<file path="config.mk">
export PLATFORM = sky130hd
export DESIGN_NAME = stream_arbiter_rr_flat
export DESIGN_NICKNAME = d
export VERILOG_FILES = /design/src/rtl/stream_arbiter_rr_pkg.sv /design/src/rtl/stream_arbiter_rr_if.sv /design/src/rtl/stream_arbiter_rr_select.sv /design/src/rtl/stream_arbiter_rr.sv /design/src/flat_wrapper.sv
export SDC_FILE = /design/constraint.sdc
export NUM_CORES = 1
export LEC_CHECK = 0
export CAP_MARGIN = 20
export CORE_MARGIN = 2
export CORE_UTILIZATION = 25
export CTS_BUF_LIST = sky130_fd_sc_hd__clkbuf_8 sky130_fd_sc_hd__clkbuf_16
export DETAILED_ROUTE_END_ITERATION = 16
export PLACE_DENSITY = 0.57
export SLEW_MARGIN = 30
export SYNTH_ARGS = -nofsm -noshare
export SYNTH_HDL_FRONTEND = slang
export SYNTH_SLANG_ARGS = --single-unit
</file>
<file path="constraint.sdc">
create_clock -name clk -period 1.67 [get_ports clk]
set_input_delay 0.334 -clock clk [delete_from_list [all_inputs] [get_ports clk]]
set_output_delay 0.334 -clock clk [all_outputs]
set_load 0.01 [all_outputs]
</file>
<file path="src/rtl/stream_arbiter_rr_pkg.sv">
// Shared helpers for the round-robin stream arbiter family.
package stream_arbiter_pkg;

  // Width of an index into n items, never narrower than one bit.
  function automatic int clog2_min1(input int n);
    int w;
    w = 0;
    while ((1 << w) < n) begin
      w++;
    end
    return (w < 1) ? 1 : w;
  endfunction

endpackage

</file>
<file path="src/rtl/stream_arbiter_rr_if.sv">
// Bundle of the requester streams and the shared output stream.
interface stream_arbiter_rr_if
  import stream_arbiter_pkg::*;
#(
  parameter int NUM_INPUTS = 2,
  parameter int DATA_WIDTH = 32
);
  localparam int ID_WIDTH = clog2_min1(NUM_INPUTS);

  logic [NUM_INPUTS-1:0]            valid_input;
  logic [NUM_INPUTS-1:0]            ready_input;
  logic [NUM_INPUTS*DATA_WIDTH-1:0] data_input;
  logic [NUM_INPUTS-1:0]            last_input;
  logic                             valid_output;
  logic                             ready_output;
  logic [DATA_WIDTH-1:0]            data_output;
  logic                             last_output;
  logic [ID_WIDTH-1:0]              id_output;

  // The arbiter itself takes the slave view.
  modport slave (
    input  valid_input, data_input, last_input, ready_output,
    output ready_input, valid_output, data_output, last_output, id_output
  );

  modport master (
    output valid_input, data_input, last_input, ready_output,
    input  ready_input, valid_output, data_output, last_output, id_output
  );

endinterface

</file>
<file path="src/rtl/stream_arbiter_rr_select.sv">
// Combinational round-robin picker: first eligible index at or after ptr, wrapping to 0.
module stream_rr_select
  import stream_arbiter_pkg::*;
#(
  parameter int N = 2,
  localparam int ID_WIDTH = clog2_min1(N)
) (
  input  logic [N-1:0]        eligible,
  input  logic [ID_WIDTH-1:0] ptr,
  output logic                grant_valid,
  output logic [ID_WIDTH-1:0] grant_idx
);

  logic                hi_found;
  logic                lo_found;
  logic [ID_WIDTH-1:0] hi_idx;
  logic [ID_WIDTH-1:0] lo_idx;

  // Indices at or above ptr win over the wrapped-around ones below it.
  always_comb begin
    hi_found = 1'b0;
    hi_idx   = '0;
    lo_found = 1'b0;
    lo_idx   = '0;
    for (int i = 0; i < N; i++) begin
      if (eligible[i]) begin
        if (ID_WIDTH'(i) >= ptr) begin
          if (!hi_found) begin
            hi_found = 1'b1;
            hi_idx   = ID_WIDTH'(i);
          end
        end else if (!lo_found) begin
          lo_found = 1'b1;
          lo_idx   = ID_WIDTH'(i);
        end
      end
    end
    grant_valid = hi_found || lo_found;
    grant_idx   = hi_found ? hi_idx : lo_idx;
  end

endmodule

</file>
<file path="src/rtl/stream_arbiter_rr.sv">
// Packet-granular round-robin arbiter feeding one registered valid/ready output slot.
module stream_arbiter_rr
  import stream_arbiter_pkg::*;
#(
  parameter int NUM_INPUTS = 2,
  parameter int DATA_WIDTH = 32
) (
  input  logic                clk,
  input  logic                rst,
  input  logic                enable_in,
  output logic                locked,
  stream_arbiter_rr_if.slave  bus
);

  localparam int ID_WIDTH = clog2_min1(NUM_INPUTS);
  localparam logic [ID_WIDTH-1:0] LAST_IDX = ID_WIDTH'(NUM_INPUTS - 1);

  logic [ID_WIDTH-1:0]   ptr_q, ptr_d;
  logic [ID_WIDTH-1:0]   locked_id_q, locked_id_d;
  logic                  locked_q, locked_d;
  logic                  valid_q, valid_d;
  logic [DATA_WIDTH-1:0] data_q, data_d;
  logic                  last_q, last_d;
  logic [ID_WIDTH-1:0]   id_q, id_d;

  logic [NUM_INPUTS-1:0] eligible;
  logic [NUM_INPUTS-1:0] ready_vec;
  logic                  grant_valid;
  logic [ID_WIDTH-1:0]   grant_idx;
  logic                  load_ok;
  logic                  xfer;
  logic [DATA_WIDTH-1:0] sel_data;
  logic                  sel_last;

  // A held packet narrows eligibility to its owner, whether or not it is currently valid.
  always_comb begin
    eligible = '0;
    for (int i = 0; i < NUM_INPUTS; i++) begin
      eligible[i] = locked_q ? (locked_id_q == ID_WIDTH'(i)) : bus.valid_input[i];
    end
  end

  stream_rr_select #(
    .N (NUM_INPUTS)
  ) u_select (
    .eligible    (eligible),
    .ptr         (ptr_q),
    .grant_valid (grant_valid),
    .grant_idx   (grant_idx)
  );

  always_comb begin
    load_ok   = !valid_q || bus.ready_output;
    ready_vec = '0;
    sel_data  = '0;
    sel_last  = 1'b0;
    for (int i = 0; i < NUM_INPUTS; i++) begin
      if (grant_valid && (grant_idx == ID_WIDTH'(i))) begin
        ready_vec[i] = rst && load_ok && enable_in;
        sel_data     = bus.data_input[i*DATA_WIDTH +: DATA_WIDTH];
        sel_last     = bus.last_input[i];
      end
    end
    xfer = |(ready_vec & bus.valid_input);
  end

  // Next-state for the output slot, the packet lock and the round-robin pointer.
  always_comb begin
    ptr_d       = ptr_q;
    locked_id_d = locked_id_q;
    locked_d    = locked_q;
    valid_d     = valid_q;
    data_d      = data_q;
    last_d      = last_q;
    id_d        = id_q;
    if (xfer) begin
      valid_d = 1'b1;
      data_d  = sel_data;
      last_d  = sel_last;
      id_d    = grant_idx;
      if (sel_last) begin
        locked_d = 1'b0;
        ptr_d    = (grant_idx == LAST_IDX) ? '0 : grant_idx + ID_WIDTH'(1);
      end else begin
        locked_d    = 1'b1;
        locked_id_d = grant_idx;
      end
    end else if (load_ok) begin
      valid_d = 1'b0;
    end
  end

  always_ff @(posedge clk or negedge rst) begin
    if (!rst) begin
      ptr_q       <= '0;
      locked_id_q <= '0;
      locked_q    <= 1'b0;
      valid_q     <= 1'b0;
      data_q      <= '0;
      last_q      <= 1'b0;
      id_q        <= '0;
    end else begin
      ptr_q       <= ptr_d;
      locked_id_q <= locked_id_d;
      locked_q    <= locked_d;
      valid_q     <= valid_d;
      data_q      <= data_d;
      last_q      <= last_d;
      id_q        <= id_d;
    end
  end

  assign bus.ready_input  = ready_vec;
  assign bus.valid_output = valid_q;
  assign bus.data_output  = data_q;
  assign bus.last_output  = last_q;
  assign bus.id_output    = id_q;
  assign locked           = locked_q;

endmodule

</file>
<file path="src/flat_wrapper.sv">
// flat-port wrapper written by rule: the top's interface ports become plain ports
module stream_arbiter_rr_flat import stream_arbiter_pkg::*;
#(
  parameter int NUM_INPUTS = 2,
  parameter int DATA_WIDTH = 32
)
  (clk, rst, enable_in, locked, bus_valid_input, bus_data_input, bus_last_input, bus_ready_output, bus_ready_input, bus_valid_output, bus_data_output, bus_last_output, bus_id_output);
  stream_arbiter_rr_if #(.NUM_INPUTS(NUM_INPUTS), .DATA_WIDTH(DATA_WIDTH)) bus_i ();
  input  logic clk;
  input  logic rst;
  input  logic enable_in;
  output logic locked;
  input wire logic [$bits(bus_i.valid_input)-1:0] bus_valid_input;
  input wire logic [$bits(bus_i.data_input)-1:0] bus_data_input;
  input wire logic [$bits(bus_i.last_input)-1:0] bus_last_input;
  input wire logic [$bits(bus_i.ready_output)-1:0] bus_ready_output;
  output wire logic [$bits(bus_i.ready_input)-1:0] bus_ready_input;
  output wire logic [$bits(bus_i.valid_output)-1:0] bus_valid_output;
  output wire logic [$bits(bus_i.data_output)-1:0] bus_data_output;
  output wire logic [$bits(bus_i.last_output)-1:0] bus_last_output;
  output wire logic [$bits(bus_i.id_output)-1:0] bus_id_output;
  assign bus_i.valid_input = bus_valid_input;
  assign bus_i.data_input = bus_data_input;
  assign bus_i.last_input = bus_last_input;
  assign bus_i.ready_output = bus_ready_output;
  assign bus_ready_input = bus_i.ready_input;
  assign bus_valid_output = bus_i.valid_output;
  assign bus_data_output = bus_i.data_output;
  assign bus_last_output = bus_i.last_output;
  assign bus_id_output = bus_i.id_output;
  stream_arbiter_rr #(.NUM_INPUTS(NUM_INPUTS), .DATA_WIDTH(DATA_WIDTH)) u_core (.clk(clk), .rst(rst), .enable_in(enable_in), .locked(locked), .bus(bus_i));
endmodule
</file>
Word-level counts from Yosys, hierarchy flattened
Index checks and enable logic that the tools add are counted.

Bitwise operators: 4. $add $sub $neg: 1. Magnitude comparators: 2. Reductions and logical operators: 11. Muxes and demuxes: 27.

Operators by type and width (count): 2-to-1 mux 32 bit (2); 2-to-1 mux 1 bit (25); logical AND 1 bit (4); AND reduction 2 bit (2); NOT 1 bit (3); AND 2 bit (1); >= comparator 1 bit (first input constant) (2); logical OR 1 bit (2); nonzero test 2 bit (1); OR reduction 2 bit (1); adder 1 bit (second input constant) (1); zero test 1 bit (1).

Input bits: 72. Output and inout port bits: 38. Register bits: 38. Word-level logic and storage cells: 52.

Depth between registers and ports, before layout
Gate-level depths: netlist of run 1.

Depth in word-level cells: 13. Gate-level depth with buffers: 6. Depth with buffers taken out: 4.

Modules after synthesis
From an unflattened synthesis of run 1, not the netlist that was laid out.

Cell total of the unflattened synthesis: 179. Area, all modules: 2263.4 um^2.

Modules (own cells, without submodules): stream_arbiter_rr (times used 1, seq. area each 950.9 um^2, area an instance 2245.9 um^2, cells each 176); stream_rr_select (times used 1, seq. area each 0.0 um^2, area an instance 17.5 um^2, cells each 3).

Worst setup path after synthesis of run 1
OpenSTA, ideal clock, no wires.

Path type: flip-flop to output port. Start: register u_core.locked_q (netlist: u_core.locked). End: output bus_ready_input[1]. Arrival: 1.436 ns. Stages on the path, launching flop included: 5. Required time: 1.336 ns. Setup slack: -0.100 ns. Path buffers: 1. Cell sequence: dfrtp_1 -> nand2b_1 -> o21ai_1 -> clkbuf_1 -> and2_1.

Word-level cells in the longest chain between the ends: 8. Elaborated cells between the ends (all ways): 18. Classes of those cells: 16 x mux; 2 x reduce/logical.

RTL lines: start, declared (RTL line stream_arbiter_rr.sv:20) `logic locked_q, locked_d;`; start signal, assigned (RTL line stream_arbiter_rr.sv:105) `locked_q <= locked_d;`; 2-to-1 mux 1 bit (RTL line stream_arbiter_rr.sv:39) `eligible[i] = locked_q ? (locked_id_q == ID_WIDTH'(i)) : bus.valid_input[i];`; 2-to-1 mux 1 bit (RTL line stream_arbiter_rr_select.sv:26) `if (eligible[i]) begin`; 2-to-1 mux 1 bit, on equally long branches (RTL line stream_arbiter_rr_select.sv:32, stream_arbiter_rr_select.sv:28); 2-to-1 mux 1 bit (RTL line stream_arbiter_rr_select.sv:27) `if (ID_WIDTH'(i) >= ptr) begin`; 2-to-1 mux 1 bit (RTL line stream_arbiter_rr_select.sv:26); 2-to-1 mux 1 bit (RTL line stream_arbiter_rr_select.sv:39) `grant_idx = hi_found ? hi_idx : lo_idx;`; logical AND 1 bit (*) (RTL line stream_arbiter_rr.sv:58) `if (grant_valid && (grant_idx == ID_WIDTH'(i))) begin`; 2-to-1 mux 1 bit (*) (RTL line stream_arbiter_rr.sv:58); end, declared (RTL line flat_wrapper.sv:17) `output wire logic [$bits(bus_i.ready_input)-1:0] bus_ready_input;`.

Every way passes the cells marked *; elsewhere a longest branch is shown, timed or not.

Worst setup path in the final report of run 1
Start: register u_core.locked_id_q. End: register u_core.data_q[14] (netlist: u_core.bus.data_output[14]).

Word-level cells in the longest chain between the ends: 12. Elaborated cells between the ends (all ways): 26. Classes of those cells: 19 x mux; 3 x bitwise; 4 x reduce/logical.

RTL lines: start, declared (RTL line stream_arbiter_rr.sv:19) `logic [ID_WIDTH-1:0] locked_id_q, locked_id_d;`; start signal, assigned (RTL line stream_arbiter_rr.sv:104) `locked_id_q <= locked_id_d;`; NOT 1 bit (RTL line stream_arbiter_rr.sv:39); 2-to-1 mux 1 bit (RTL line stream_arbiter_rr.sv:39); 2-to-1 mux 1 bit (RTL line stream_arbiter_rr_select.sv:26); 2-to-1 mux 1 bit, on equally long branches (RTL line stream_arbiter_rr_select.sv:32, stream_arbiter_rr_select.sv:28); 2-to-1 mux 1 bit (RTL line stream_arbiter_rr_select.sv:27); 2-to-1 mux 1 bit (RTL line stream_arbiter_rr_select.sv:26); 2-to-1 mux 1 bit (RTL line stream_arbiter_rr_select.sv:39); NOT 1 bit (RTL line stream_arbiter_rr.sv:58); logical AND 1 bit (RTL line stream_arbiter_rr.sv:58); 2-to-1 mux 1 bit (RTL line stream_arbiter_rr.sv:58); AND 2 bit (RTL line stream_arbiter_rr.sv:64) `xfer = |(ready_vec & bus.valid_input);`; OR reduction 2 bit (RTL line stream_arbiter_rr.sv:64); end signal, assigned (RTL line stream_arbiter_rr.sv:107) `data_q <= data_d;`; end, declared (RTL line stream_arbiter_rr.sv:22) `logic [DATA_WIDTH-1:0] data_q, data_d;`.

Parallel ways exist; a longest one is shown, timed or not. A chain may end at the register's enable or synchronous reset.

==> results of run 1 <==
power breakdown:
group / leakage [nW] / internal, W / switching (W)
logic: 0.973 / 0.00158 / 0.00113
clock network: 0.0607 / 0.000435 / 0.000321
registers: 0.457 / 0.00137 / 0.000260
registers in the layout, indices dropped and copies added, names as in the netlist:
signal,count
u_core.locked_id_q,1
u_core.bus.data_output,32
u_core.bus.last_output,1
u_core.bus.valid_output,1
u_core.ptr_q,1
u_core.locked,1
u_core.bus.id_output,1
routing by layer:
metal  GRT usage  vias to the layer above  routed length (um)
li1            -                      856                   -
met1      0.1858                      832                2650
met2      0.2596                       77                2844
met3     0.04430                        5                 467
met4     0.03306                        0                  49
met5           0                        -                   0
worst min-delay path by stage:
stage	from	to	slack, ns	cells after the start
2_1_floorplan	rst	u_core.bus.data_output[0]	0.04	0
3_3_place_gp	u_core.bus.id_output	u_core.bus.id_output	0.47	1
3_5_place_dp	u_core.bus.id_output	u_core.bus.id_output	0.47	1
4_1_cts	rst	u_core.bus.data_output[21]	0.16	2
5_1_grt	rst	u_core.bus.data_output[24]	0.17	2
6_report	rst	u_core.ptr_q	0.14	2
layout make-up:
class,instances,area [sq um]
clock inverter,3,37.54
multi-input combinational,104,845.8
tap,96,120.1
sequential,38,953.4
fill,644,3435
timing repair buffer,137,1371
clock buffer,5,68.82
metrics by stage:
| step | hold WS (ns) | power, W | setup TNS [ns] |
|---|---|---|---|
| 3_3_place_gp | 0.4736 | 0.004034 | -18.69 |
| 6_report | 0.1354 | 0.005094 | -3.434 |
| 5_1_grt | 0.1746 | 0.005419 | -6.109 |
| 3_5_place_dp | 0.4704 | 0.004063 | -19.61 |
| 4_1_cts | 0.1591 | 0.005000 | -4.726 |
| 2_1_floorplan | 0.03841 | 0.002630 | -0.02331 |
cell usage after synthesis:
cell type	count
mux2i_1	2
a2111o_1	1
o21ai_1	1
a221o_1	20
clkbuf_1	4
buf_4	4
nand2b_1	2
a221oi_1	13
a21o_1	3
and3_1	20
and2_1	3
a211oi_1	1
nand2_1	2
a21oi_1	1
o32a_1	1
a31oi_1	1
buf_2	3
a21bo_2	1
nor2b_1	2
buf_6	3
a2111oi_4	1
dfrtp_1	38
nand3_1	1
nor2_1	28
cells by family (layout without fill, tap and decap cells):
kind of cell,count (synthesis),after routing,share of synthesized area
AND/OR/NAND/NOR,58,58,0.1618
AO/OA/AOI/OAI,44,44,0.2367
flip-flops,38,38,0.5371
buffers and inverters,14,145,0.05300
multiplexers,2,2,0.01131
layout by cell type, fill, tap and decap left out, types with 2 or more instances in the layout:
master and count:
inv_1 2, buf_2 2, dfrtp_1 36, buf_4 15, nand2_1 2, a221oi_2 7, and3_1 20, a21o_1 3
clkdlybuf4s50_1 102, nor2_1 28, a221o_1 20, and2_4 2, clkbuf_8 5, dlygate4sd2_1 3, dfrtp_2 2, a221oi_1 5
buf_6 11, buf_12 2
what timing repair did:
action / in CTS / in global routing
resized for setup: 28 / 16
cloned: 1 / 2
pin swaps: 11 / 3
setup endpoints to repair: 40 / 39
buffers inserted: 3 / 2
==> run_results.csv, run 1 <==
group,metric,value,unit
power,max-vdd-ir-drop,0.5505,mV
global_routing,antenna_found_initial,0,
finish,antennaDiodeCount,0,
clock_network,cts_sinks,38,
critical_path,r2r-start,"u_core.locked_id_q",
clock_network,clock_path_buffers,2,
detailed_routing,ant_nets,0,
timing,relSlewSlack,0.6804,
critical_path,arrival,2.00,ns
critical_path,crit_type,"reg -> reg",
synthesis,yosysSeqAreaShare,0.5371,
timing,rsz0062_at_grt,"true",
global_routing,grt_pass1_wl,8928,um
critical_path,critical-path-slowest-cell,"a2111o_1",
detailed_routing,firstDrtPassIters,4,
floorplan,die_area,7771,sq um
clock_network,root_buffer,"clkbuf_8",
floorplan,fp.dieW,88.16,um
synthesis,syn_inst,156,
timing,setup_slack,-0.1562,ns
synthesis,netlist_area,1770,sq um
synthesis,synth_seq_cells,38,
outcome,status,"complete, but fails checks",
finish,nets,358,
floorplan,core_area,6832,sq um
critical_path,cp_num_buf_inv,1,
placement,place_congestion,0.7461,
detailed_routing,wl_per_cell,15.70,um
outcome,violations,"setup timing",
critical_path,critical-path-top-delay-family,"compound AO/OA/AOI/OAI gates",
power,power_density,1499,nW/um^2
synthesis,synth_top_cell_by_area,"dfrtp_1",
critical_path,startpoint,"u_core.locked_id_q",
finish,syn2layout_area_growth,91.87,%
synthesis,synth.top_cells.by_area,"dfrtp_1 (54%), a221o_1 (11%), and3_1 (7.1%), a221oi_1 (6.4%), nor2_1 (5.9%)",
detailed_routing,drt_wl_total,6012,um
critical_path,worst-path-max-fanout,24,
clock_network,hold_buffers,0,
critical_path,r2r_setup_slack,-0.16,ns
clock_network,cts_buffers,5,
detailed_routing,drc,0,
floorplan,start_util,0.2592,
finish,fin_cells,383,
global_routing,grt_overflow,0,
critical_path,critPathMaxStageDelay,0.51,ns
timing,setup_viol,37,
critical_path,startpoint_type,"flip-flop",
synthesis,synth_top_area_frac,0.5371,
synthesis,synth_nets,228,
timing,fmax,0.5476,GHz
floorplan,std_cell_rows,30,
critical_path,r2r-end,"u_core.bus.data_output[14]",
detailed_routing,num_vias,1770,
finish,final_cell_area,3397,sq um
placement,place_inst,367,
critical_path,cp_cell_sequence,"mux2i_2 -> a2111o_1 -> buf_12 -> a221o_1",
timing,hold_violations,0,
floorplan,io_pins,110,
floorplan,dieHeight,88.16,um
timing,worstMarginPinSlew,0.4793,ns
timing,skew,0.01143,ns
synthesis,synth_cell_types,24,
critical_path,crit_path_end_kind,"flip-flop",
detailed_routing,vias_per_cell,4.621,
placement,hpwl,3949,um
clock_network,cts_tree,"yes",
global_routing,grt_use_total,0.1500,
synthesis,yosysWarnings,0,
critical_path,cp.required,1.84,ns
timing,period_needed,1.826,ns
clock_network,clock_latency,0.29,ns
placement,place_ws,-0.5717,ns
clock_network,htree_levels,2,
placement,placed_area,3074,sq um
timing,drv_slew,0,
global_routing,grt_pass1_vias,1823,
finish,utilization,0.4973,
critical_path,rr_worst_depth,4,
run,max-cap-violations,0,
timing,post-route-period-util,1.094,
global_routing,grt_max_degree,39,
min_path,worstHoldPathType,"in -> async",
critical_path,crit_path_end,"u_core.bus.data_output[14]",
finish,drive_above_1_share,0.2056,
synthesis,avgSynthCellArea,11.35,sq um
detailed_routing,drtIter0Drc,43,
placement,portBuffers,109,
critical_path,cp.depth,4,
power,static-leakage-power,1.490,nW
clock_network,path_clk_slew,0.08,ns
No activity file was read; power rests on OpenSTA's default activity.
==> run 2: changes to the inputs <==
PLACE_DENSITY = 0.62   (was 0.57)
==> run 2 against run 1 <==
  * The run still ends with setup timing left
  * Clock skew down 0.00092 ns
  * First-iteration DRC count increased by 35%
  * Combinational power about the same
  * Die area unchanged
  * Critical path depth is the same
  * Sequential cell count did not move
  * Clock-buffer cell count unchanged
  * Largest cell class unchanged
==> run_results.csv, run 2 (synthesis gave the netlist of run 1 again) <==
group,metric,value,unit
timing,drv_slew,0,
finish,largest_reg_flops,32,
floorplan,core_area,6832,sq um
critical_path,crit_path_end_kind,"flip-flop",
timing,tns,-2.395,ns
power,power.net_switching,0.001709,W
global_routing,grt_use_total,0.1566,
critical_path,cp_cell_sequence,"mux2i_4 -> a2111o_1 -> buf_6 -> a221o_1",
finish,antennaDiodeCount,0,
run,max-cap-violations,0,
global_routing,grt_overflow,0,
clock_network,path_clk_slew,0.08,ns
clock_network,cts_tree,"yes",
floorplan,start_util,0.2592,
detailed_routing,ant_nets,0,
timing,rsz0062_at_grt,"true",
critical_path,critical-path-slowest-cell,"a2111o_1",
critical_path,r2r-start,"u_core.locked_id_q",
clock_network,htree_levels,2,
finish,nets,360,
timing,post-route-period-util,1.075,
critical_path,arrival,1.96,ns
clock_network,cts_sinks,38,
critical_path,r2r_setup_slack,-0.13,ns
power,power_density,1478,nW/um^2
power,comb_power_share,0.534,
global_routing,grt_pass1_vias,1969,
placement,placed_area,3067,sq um
outcome,violations,"setup timing",
power,p_sw_frac,0.3358,
power,seqPwrFrac,0.319,
clock_network,root_buffer,"clkbuf_8",
timing,relSlewSlack,0.6805,
timing,setup_viol,34,
global_routing,grt_pass1_wl,9287,um
detailed_routing,drt_wl_total,5961,um
placement,hpwl,3966,um
detailed_routing,firstDrtPassIters,4,
timing,setup_slack,-0.1250,ns
detailed_routing,vias_per_cell,4.704,
critical_path,critPathMaxStageDelay,0.48,ns
timing,skew,0.01051,ns
floorplan,dieHeight,88.16,um
finish,syn2layout_area_growth,94.49,%
clock_network,cts_buffers,5,
timing,fmax,0.5571,GHz
critical_path,cp.required,1.83,ns
finish,drive_above_1_share,0.2249,
floorplan,io_pins,110,
outcome,status,"complete, but fails checks",
critical_path,rr_worst_depth,4,
global_routing,antenna_found_initial,0,
floorplan,std_cell_rows,30,
clock_network,clock_latency,0.28,ns
min_path,worstHoldPathType,"in -> async",
finish,final_common_cell,"clkdlybuf4s50_1",
critical_path,startpoint,"u_core.locked_id_q",
power,max-vdd-ir-drop,0.5536,mV
clock_network,clock_path_buffers,2,
floorplan,fp.dieW,88.16,um
global_routing,grt_max_degree,39,
floorplan,die_area,7771,sq um
power,pwr-share-clk,0.147,
critical_path,worst-path-max-fanout,6,
critical_path,crit_path_end,"u_core.bus.data_output[14]",
placement,place_congestion,0.7840,
power,internal-power,0.003381,W
timing,worstMarginPinSlew,0.4793,ns
finish,final_cell_mix,"clkdlybuf4s50_1 (100), dfrtp_1 (37), nor2_1 (27)",
critical_path,crit_type,"reg -> reg",
detailed_routing,drtIter0Drc,58,
detailed_routing,drc,0,
detailed_routing,wl_per_cell,15.48,um
timing,hold_violations,0,
power,static-leakage-power,1.519,nW
finish,final_cell_area,3443,sq um
detailed_routing,num_vias,1811,
timing,period_needed,1.795,ns
critical_path,startpoint_type,"flip-flop",
placement,portBuffers,109,
critical_path,r2r-end,"u_core.bus.data_output[14]",
[run 2: final cells by class]
type	count	area, sq um
fillers	662	3388
repair buffers	139	1386
flip-flops and latches	38	952.2
multi-input cells	104	878.3
well taps	96	120.1
clock buffers	5	68.82
clock inverters	3	37.54
[run 2: how the worst min path moves through the flow]
stage,from,to,depth (start not counted)
CTS,rst,u_core.locked_id_q,2
global placement,rst,u_core.bus.data_output[13],2
floorplan,rst,u_core.bus.data_output[0],0
global route,rst,u_core.bus.data_output[13],2
detailed placement,rst,u_core.bus.data_output[13],2
finish,rst,u_core.locked_id_q,2
[run 2: metal layers]
layer / wire length [um] / GRT usage / vias to the layer above
met4: 64 / 0.05372 / 0
met5: 0 / 0 / -
met1: 2433 / 0.1792 / 856
li1: - / - / 866
met3: 506 / 0.04524 / 6
met2: 2956 / 0.2796 / 83
[run 2: metrics by stage]
step                std cells  utilization  total power [W]  hold slack (ns)  worst slack, ns
global placement          366       0.4489         0.004010           0.4710          -0.5436
detailed placement        366       0.4489         0.004040           0.4711          -0.5682
CTS                       385       0.4995         0.005072           0.1551          -0.1811
global route              385       0.5040         0.005435           0.2052          -0.1693
floorplan                 156            -         0.002630          0.03841         -0.02331
finish                    385       0.5040         0.005090           0.1481          -0.1250
[run 2: power by group through the flow]
stage	clock [W]	combinational, W	sequential (W)
after floorplan	0	0.000799	0.00183
after global placement	0	0.00237	0.00164
after detailed placement	0	0.00241	0.00163
after CTS	0.000781	0.00267	0.00162
after global routing	0.000823	0.00292	0.00169
final	0.000746	0.00272	0.00163
[run 2: what timing repair did]
| action | in CTS | in global routing |
|---|---|---|
| pin swaps | 9 | 23 |
| cloned | 2 | 1 |
| setup buffers | 9 | 3 |
| gates resized for setup | 41 | 20 |
| setup endpoints to repair | 40 | 39 |
| hold buffers | 0 | 0 |
[run 2: worst max-delay path: cells and delay by family, from the launching register on]
family | cells | cell delay, ns
multiplexers | 1 | 0.21
buffers and inverters | 1 | 0.19
flip-flops | 1 | 0.43
AO/OA/AOI/OAI | 2 | 0.83
==> run 3: changes to the inputs <==
SETUP_SLACK_MARGIN = 0.2   (was unset)
==> run 3 against run 2 <==
  * The flow still finishes with violations (setup timing)
  * Core utilization down 0.11 points
  * Global-route usage fell by 1.2 points
  * Non-clock buffer count shrank 1
  * Via count decreased by 0.17%
  * Sequential power hardly changed
  * Maximum frequency increased by 2.7%
  * Final area decreased by 0.22%
  * Combinational power is 9.2% lower
  * Critical endpoint is now u_core.bus.data_output[28]
==> run_results.csv, run 3 (synthesis gave the netlist of run 1 again) <==
group,metric,value,unit
detailed_routing,num_vias,1808,
power,static-leakage-power,1.587,nW
timing,fmax,0.5721,GHz
timing,setup_viol,27,
power,max-vdd-ir-drop,0.4430,mV
critical_path,startpoint_type,"flip-flop",
critical_path,worst-path-max-fanout,28,
critical_path,crit_path_end_kind,"flip-flop",
floorplan,start_util,0.2592,
detailed_routing,firstDrtPassIters,3,
clock_network,path_clk_slew,0.08,ns
clock_network,hold_buffers,0,
timing,drv_slew,0,
power,power_density,1388,nW/um^2
power,power.net_switching,0.001731,W
finish,drive_above_1_share,0.2465,
detailed_routing,drc,0,
global_routing,grt_pass1_wl,8604,um
critical_path,cp.required,1.84,ns
global_routing,grt_use_total,0.1442,
global_routing,grt_overflow,0,
critical_path,critical-path-slowest-cell,"a2111o_1",
clock_network,clock_path_buffers,2,
placement,place_congestion,0.8012,
min_path,worstHoldPathType,"in -> async",
timing,holdWs,0.1587,ns
floorplan,std_cell_rows,30,
detailed_routing,drtIter0Drc,60,
global_routing,grt_pass1_vias,1717,
critical_path,critPathMaxStageDelay,0.46,ns
timing,rsz0062_at_grt,"true",
timing,worstMarginPinSlew,0.4897,ns
outcome,violations,"setup timing",
power,p_sw_frac,0.3631,
floorplan,fp.dieW,88.16,um
critical_path,cp.depth,4,
timing,hold_violations,0,
timing,setup_slack,-0.07810,ns
critical_path,arrival,1.91,ns
clock_network,cts_sinks,38,
clock_network,htree_levels,2,
run,max-cap-violations,0,
placement,hpwl,3892,um
finish,nets,359,
floorplan,dieHeight,88.16,um
floorplan,io_pins,110,
detailed_routing,vias_per_cell,4.708,
outcome,status,"complete, but fails checks",
finish,final_cell_mix,"clkdlybuf4s50_1 (66), dlygate4sd2_1 (39), dfrtp_1 (37)",
detailed_routing,wl_per_cell,15.67,um
power,pwr-share-clk,0.139,
critical_path,cp_cell_sequence,"mux2i_2 -> a2111o_1 -> buf_12 -> a221o_1",
placement,placed_area,3124,sq um
timing,post-route-period-util,1.047,
clock_network,root_buffer,"clkbuf_8",
power,comb_power_share,0.518,
critical_path,crit_type,"reg -> reg",
finish,final_cell_area,3436,sq um
detailed_routing,ant_nets,0,
finish,syn2layout_area_growth,94.06,%
floorplan,die_area,7771,sq um
timing,skew,0.008118,ns
placement,portBuffers,109,
global_routing,grt_max_degree,39,
floorplan,core_area,6832,sq um
finish,num-fill-cells,646,
critical_path,rr_worst_depth,4,
detailed_routing,drt_wl_total,6017,um
finish,final_common_cell,"clkdlybuf4s50_1",
power,internal-power,0.003037,W
global_routing,antenna_found_initial,0,
finish,antennaDiodeCount,0,
critical_path,critical-path-top-delay-family,"compound AO/OA/AOI/OAI gates",
power,seqPwrFrac,0.343,
timing,relSlewSlack,0.6735,
timing,period_needed,1.748,ns
clock_network,clock_latency,0.28,ns
power,power.total,0.004768,W
clock_network,cts_tree,"yes",
critical_path,cp_num_buf_inv,1,
finish,largest_reg_flops,32,
clock_network,cts_buffers,5,
[run 3: cell count changes in the layout (fill, tap and decap cells not counted), sizes merged]
cell | before | now
bufinv | 1 | 0
clkinv | 0 | 1
inv | 2 | 0
clkinvlp | 0 | 1
dlygate4sd2 | 4 | 39
clkbuf | 6 | 8
buf | 33 | 30
clkdlybuf4s50 | 100 | 66
[run 3: final cells by class]
| cell class | instances | area [sq um] | share of cell area |
|---|---|---|---|
| clock buffer | 6 | 82.58 | 0.02403 |
| clock inverter | 2 | 12.51 | 0.003642 |
| multi-input combinational | 104 | 888.4 | 0.2586 |
| sequential | 38 | 952.2 | 0.2771 |
| tap | 96 | 120.1 | 0.03496 |
| timing repair buffer | 138 | 1380 | 0.4017 |
[run 3: through the flow]
stage               utilization  TNS [ns]  cells  worst slack (ns)
detailed placement       0.4573    -19.13    366           -0.5695
CTS                      0.4811    -1.033    377          -0.08270
global placement         0.4573    -17.59    366           -0.5433
global route             0.5029    -3.460    384           -0.1308
finish                   0.5029    -1.102    384          -0.07810
floorplan                     -         0    156           0.03702
[run 3: worst paths after layout]
path / start / endpoint / slack [ns]
setup / recovery: u_core.locked_id_q / u_core.bus.data_output[28] / -0.08
hold / removal: rst / u_core.bus.data_output[10] / 0.16
setup reg to reg: u_core.locked_id_q / u_core.bus.data_output[28] / -0.08
hold reg to reg: u_core.bus.id_output / u_core.bus.id_output / 0.48
max in group asynchronous: rst / u_core.locked / 1.16
min in group clk: u_core.bus.id_output / u_core.bus.id_output / 0.48
[run 3: power groups by stage]
stage | clock, W | sequential, W | combinational (W)
2_1_floorplan | 0 | 0.00183 | 0.000884
3_5_place_dp | 0 | 0.00164 | 0.00251
4_1_cts | 0.000688 | 0.00164 | 0.00232
6_report | 0.000664 | 0.00164 | 0.00247
5_1_grt | 0.000750 | 0.00169 | 0.00267
3_3_place_gp | 0 | 0.00164 | 0.00248
[run 3: layer usage]
layer / vias up / part of all wire / GRT usage
met5: - / 0 / 0
met4: 0 / 0.010 / 0.03719
met3: 4 / 0.080 / 0.04524
met2: 83 / 0.47 / 0.2273
met1: 855 / 0.44 / 0.1933
li1: 866 / - / -
[run 3: what timing repair did]
action                     in CTS  in global routing
hold endpoints to repair        0                  0
setup endpoints to repair      76                 40
buffers inserted                2                  4
gates cloned                    1                  3
resized for setup              69                 13
pin swaps                       3                  6
